<file path="src/rtl/inv_cipher_ctrl.sv">
// inv_cipher_ctrl: sequences an iterative AES-128 inverse cipher over a shared round datapath.
// Optional feature: define INV_CIPHER_ABORT_EN to add the abort input.
//
// state | meaning
// IDLE  | ready for start; outputs parked at zero
// FETCH | key_rd strobe for round key[round]
// EXEC  | key_data valid; datapath result loaded into the state register
// DONE  | plaintext presented until ack
module inv_cipher_ctrl (
    input  logic           Clk,
    input  logic           Reset_n,
    input  logic           start,
    input  logic [0:127]   cipher_in,
    output logic           ready,
    output logic           key_rd,
    output logic [3:0]     key_addr,
    input  logic [0:127]   key_data,
    output logic [0:127]   dp_text,
    output logic [0:127]   dp_key,
    output logic [1:0]     dp_mode,
    input  logic [0:127]   dp_result,
    output logic [0:127]   plain_out,
    output logic           done,
`ifdef INV_CIPHER_ABORT_EN
    input  logic           abort,
`endif
    input  logic           ack
);

    localparam logic [1:0] ST_IDLE  = 2'd0;
    localparam logic [1:0] ST_FETCH = 2'd1;
    localparam logic [1:0] ST_EXEC  = 2'd2;
    localparam logic [1:0] ST_DONE  = 2'd3;

    localparam logic [3:0] LAST_ROUND = 4'd10;

    localparam logic [1:0] MODE_FULL  = 2'd0;
    localparam logic [1:0] MODE_NOMIX = 2'd1;
    localparam logic [1:0] MODE_ARK   = 2'd2;

    logic [1:0]   state_q, state_d;
    logic [3:0]   round_q, round_d;
    logic [0:127] text_q, text_d;
    logic         abort_hit;

`ifdef INV_CIPHER_ABORT_EN
    assign abort_hit = abort;
`else
    assign abort_hit = 1'b0;
`endif

    always_comb begin
        state_d = state_q;
        round_d = round_q;
        text_d  = text_q;
        case (state_q)
            ST_IDLE: begin
                if (start) begin
                    state_d = ST_FETCH;
                    round_d = LAST_ROUND;
                    text_d  = cipher_in;
                end
            end
            ST_FETCH: begin
                state_d = ST_EXEC;
            end
            ST_EXEC: begin
                text_d = dp_result;
                // The round counter only counts down from 10 and stops at 0.
                if (round_q == 4'd0) begin
                    state_d = ST_DONE;
                end else begin
                    round_d = round_q - 4'd1;
                    state_d = ST_FETCH;
                end
            end
            ST_DONE: begin
                if (ack) begin
                    state_d = ST_IDLE;
                    text_d  = '0;
                end
            end
            default: begin
                state_d = ST_IDLE;
                round_d = 4'd0;
                text_d  = '0;
            end
        endcase
        // Abort beats ack and drops any partial result.
        if (abort_hit && (state_q != ST_IDLE)) begin
            state_d = ST_IDLE;
            round_d = 4'd0;
            text_d  = '0;
        end
    end

    always_ff @(posedge Clk or negedge Reset_n) begin
        if (!Reset_n) begin
            state_q <= ST_IDLE;
            round_q <= 4'd0;
            text_q  <= '0;
        end else begin
            state_q <= state_d;
            round_q <= round_d;
            text_q  <= text_d;
        end
    end

    always_comb begin
        dp_mode = MODE_FULL;
        if (state_q == ST_EXEC) begin
            if (round_q == LAST_ROUND) begin
                dp_mode = MODE_NOMIX;
            end else if (round_q == 4'd0) begin
                dp_mode = MODE_ARK;
            end else begin
                dp_mode = MODE_FULL;
            end
        end
    end

    assign ready     = (state_q == ST_IDLE);
    assign key_rd    = (state_q == ST_FETCH);
    assign key_addr  = ((state_q == ST_FETCH) || (state_q == ST_EXEC)) ? round_q : 4'd0;
    assign dp_text   = text_q;
    assign dp_key    = key_data;
    assign done      = (state_q == ST_DONE);
    assign plain_out = (state_q == ST_DONE) ? text_q : '0;

endmodule

</file>
<file path="config.mk">
export PLATFORM = sky130hd
export DESIGN_NAME = inv_cipher_ctrl
export DESIGN_NICKNAME = d
export VERILOG_FILES = /design/src/rtl/inv_cipher_ctrl.sv
export SDC_FILE = /design/constraint.sdc
export NUM_CORES = 1
export LEC_CHECK = 0
export ABC_CLOCK_PERIOD_IN_PS = 2100
export BUFFER_PORTS_ARGS = -buffer_cell sky130_fd_sc_hd__buf_4
export CAP_MARGIN = 10
export CORE_AREA = 4 4 304 306
export CTS_CLUSTER_SIZE = 10
export DETAILED_ROUTE_END_ITERATION = 16
export DIE_AREA = 0 0 308 310
export PLACE_DENSITY = 0.37
export SYNTH_ARGS = -nofsm -noshare
export SYNTH_HDL_FRONTEND = slang
export SYNTH_SLANG_ARGS = --single-unit
</file>
<file path="constraint.sdc">
create_clock -name Clk -period 2.1 [get_ports Clk]
set_clock_uncertainty 0.2 [all_clocks]
set_input_delay 0.105 -clock Clk [delete_from_list [all_inputs] [get_ports Clk]]
set_output_delay 0.105 -clock Clk [all_outputs]
set_load 0.05 [all_outputs]
</file>
==> metrics.md <==
| Metric | Value |
|---|---|
| Final setup viols | `34` |
| Initial Util | `8.89%` |
| Vias in the first global route | `9,751` |
| Synth Area in Adders | `1.10%` |
| Data arrival time of the critical path | `1830 ps` |
| Sequential fraction of the synthesis area | `42.1%` |
| CTS tree | `built` |
| Final hold viol count | `0` |
| Vias/cell | `3.38` |
| Clock root cell | `clkbuf_16` |
| Worst slew pin tran | `371 ps` |
| Slew HR | `75.3%` |
| Core area | `89,600 um^2` |
| Critical path type | `flop to output port` |
| # DRC | `0` |
| Failing checks | `negative setup slack` |
| Die Y | `310 um` |
| Per-cell routed wire length | `17.5 um` |
| Placer Congestion | `0.807` |
| Largest net degree at the start of global routing | `65` |
| Post-Synthesis Cell Area | `7960 um^2` |
| Seq pwr share | `15.9%` |
| Crit path capture type | `output port` |
| Nets | `1,986` |
| Setup ws final | `-38.3 ps` |
| Static Leak | `7.85 nW` |
| Post-layout util | `19.6%` |
| Met3 wire length | `3.77 mm` |
| Routed wl met2 | `24.0 mm` |
| Top routing layer used | `met4` |
| Total CTS buffers | `17` |
| Post-Synth Simple-Gate Area | `18.2%` |
| Unrepaired setup endpoints after global routing | `yes` |
| Status | `finished, violations left` |
| HPWL Detailed | `30.8 mm` |
| Final min period | `2140 ps` |
| Routed Antenna Nets | `0` |
| Hold depth | `0` |
| IO Pins | `781` |
| Post-Route WL | `48.7 mm` |
| Warnings from Yosys | `0` |
| Post-synth top area share | `42.1%` |
| Area Overhead vs Synth | `121%` |
| Tcrit/Tclk final | `102%` |
| Leading area contributor after synthesis | `dfrtp_1` |
| Cell Rows | `110` |
| Power per Cell Area | `1930 nW/um^2` |
| CTS sink cnt | `134` |
| Post-layout power | `33.9 mW` |
| Gate power share | `75.1%` |
| Layout cells sized above 1 | `45.2%` |
| # fillers | `9,701` |
| Mux cell area share after synthesis | `0%` |
| Placed Area | `12,500 um^2` |
| Cells taking the most area after synthesis | `dfrtp_1 (42%), buf_4 (14%), a22oi_1 (12%), and2_1 (10%), a21oi_1 (8.4%)` |
| Synth Instances | `902` |
| Mapped Nets | `1,297` |
| CP startpoint kind | `flop` |
| Clk pwr share | `9.0%` |
| Post-synthesis compound-gate area fraction | `21.4%` |
| Full die area | `95,500 um^2` |
| Grt total ovfl | `0` |
| Worst-case clock buffer depth | `2` |
| Initial antenna violation count | `3` |
| Syn Area/Cell | `8.83 um^2` |
| Most frequent cells in the layout | `buf_4 (414), dlygate4sd3_1 (259), nor2_1 (133), a21oi_1 (133), dfrtp_1 (132)` |
| Vias | `9,398` |
| Total track usage | `8.56%` |
| Switching part of the total | `53.5%` |
| Initial DRT Pass Iterations | `4` |
| Most common cell after layout, fill and taps aside | `buf_4` |
| Starting DRT DRC Count | `364` |
| Worst endpoint required time | `1790 ps` |
| Die width | `308 um` |
| Worst-path clk slew | `60 ps` |
| Critical Path Fanout Max | `8` |
| Clk_lat worst skew | `460 ps` |
| First-pass GRT wire length | `60.4 mm` |
| Wl on met1 | `18.7 mm` |
| Switch Pwr | `18.2 mW` |
| Int Pwr | `15.8 mW` |
| I/O Buffers | `524` |
| Largest family of logic cells by synthesized area | `compound AO/OA/AOI/OAI gates` |
| Max Fclk | `0.468 GHz` |
| Post-route cell area | `17,600 um^2` |
| FF+latch count, synth | `134` |
| Cell variety after synth | `31` |
| Hold crit path type | `primary input to output port` |
| R2r worst-path depth | `11` |
| Slew Viols, Final | `0` |
| Max cap viols | `0` |
| Peak supply drop | `1.01 mV` |
| H-Tree Depth | `4` |
| Synth Area in XOR/XNOR | `0%` |
-- stage by stage --
step	cells	hold WS (ps)	worst slack (ps)	setup TNS, ps
finish	2780	10.0	-38.3	-515
global route	2779	10.1	-136	-10940
CTS	2739	10.3	-136	-9180
detailed placement	2438	-130	-28.3	-28.3
global placement	2438	-135	-46.3	-46.3
floorplan	902	-391	20.2	0
-- final timing paths --
check	start	end	slack (ps)
setup reg to reg	state_q[1]$_DFFE_PN0P_	dp_text[49]$_DFFE_PN0P_	-30
max in group asynchronous	Reset_n	dp_text[82]$_DFFE_PN0P_	1380
min in group asynchronous	Reset_n	dp_text[8]$_DFFE_PN0P_	60
setup / recovery	state_q[0]$_DFFE_PN0P_	plain_out[114]	-40
hold reg to reg	dp_text[4]$_DFFE_PN0P_	dp_text[4]$_DFFE_PN0P_	360
hold / removal	key_data[107]	dp_key[107]	10
-- kinds of logic after synthesis --
kind of cell	after synthesis
fa+ha+maj	7
simple gates	282
buf+inv	207
flops	134
compound gates	272
-- power groups by stage --
stage,Combinational [mW],Sequential (mW),Clock (mW)
CTS,21.9,5.41,3.30
finish,25.5,5.40,3.06
detailed placement,19.9,5.42,0
global placement,19.8,5.42,0
global route,26.9,5.61,3.38
floorplan,9.67,9.40,0
-- state kept, by name, indices dropped and copies added, names as in the netlist --
name,flops
dp_text,128
round_q,4
state_q,2
-- layout make-up --
class | count | area (um^2) | share of cell area (%)
well taps | 1176 | 1470 | 8.37
diodes | 3 | 7.51 | 0.0427
clock inverters | 9 | 105 | 0.598
clock buffers | 20 | 457 | 2.60
multi-input cells | 561 | 3480 | 19.8
flip-flops and latches | 134 | 3360 | 19.1
repair buffers | 872 | 8700 | 49.4
inverters | 5 | 18.8 | 0.107
-- cells in the mapped netlist, drive strengths merged --
cell type,n
o21ai,3
a211oi,2
and4b,2
nand4,1
nand3,3
ha,7
inv,5
clkbuf,34
dfrtp,134
o21a,1
nand4bb,1
a31oi,2
a41oi,1
a22oi,128
o32a,1
nor2b,3
or2,1
a21oi,133
nand2b,1
a31o,1
nor3,3
nand2,1
nor2,134
buf,168
and2,132
-- what timing repair did --
item,4_1_cts,5_1_grt
setup endpoints to repair,137,230
hold buffers,260,0
buffers inserted,9,14
cloned,3,25
resized for setup,199,93
hold endpoints to repair,268,0
pin swaps,2,4
-- routing by layer --
metal | track usage (%) | vias to the layer above
li1 | - | 4356
met1 | 8.96 | 4484
met2 | 14.7 | 448
met3 | 3.21 | 110
met4 | 5.21 | 0
met5 | 0 | -
-- critical path, stage by stage (launching register included) --
cell,delay [ps]
dfrtp_2,430
ha_4,170
buf_12,150
buf_12,140
clkbuf_16,170
and2_4,150
buf_6,140
Power figures use the tool's default switching activity.
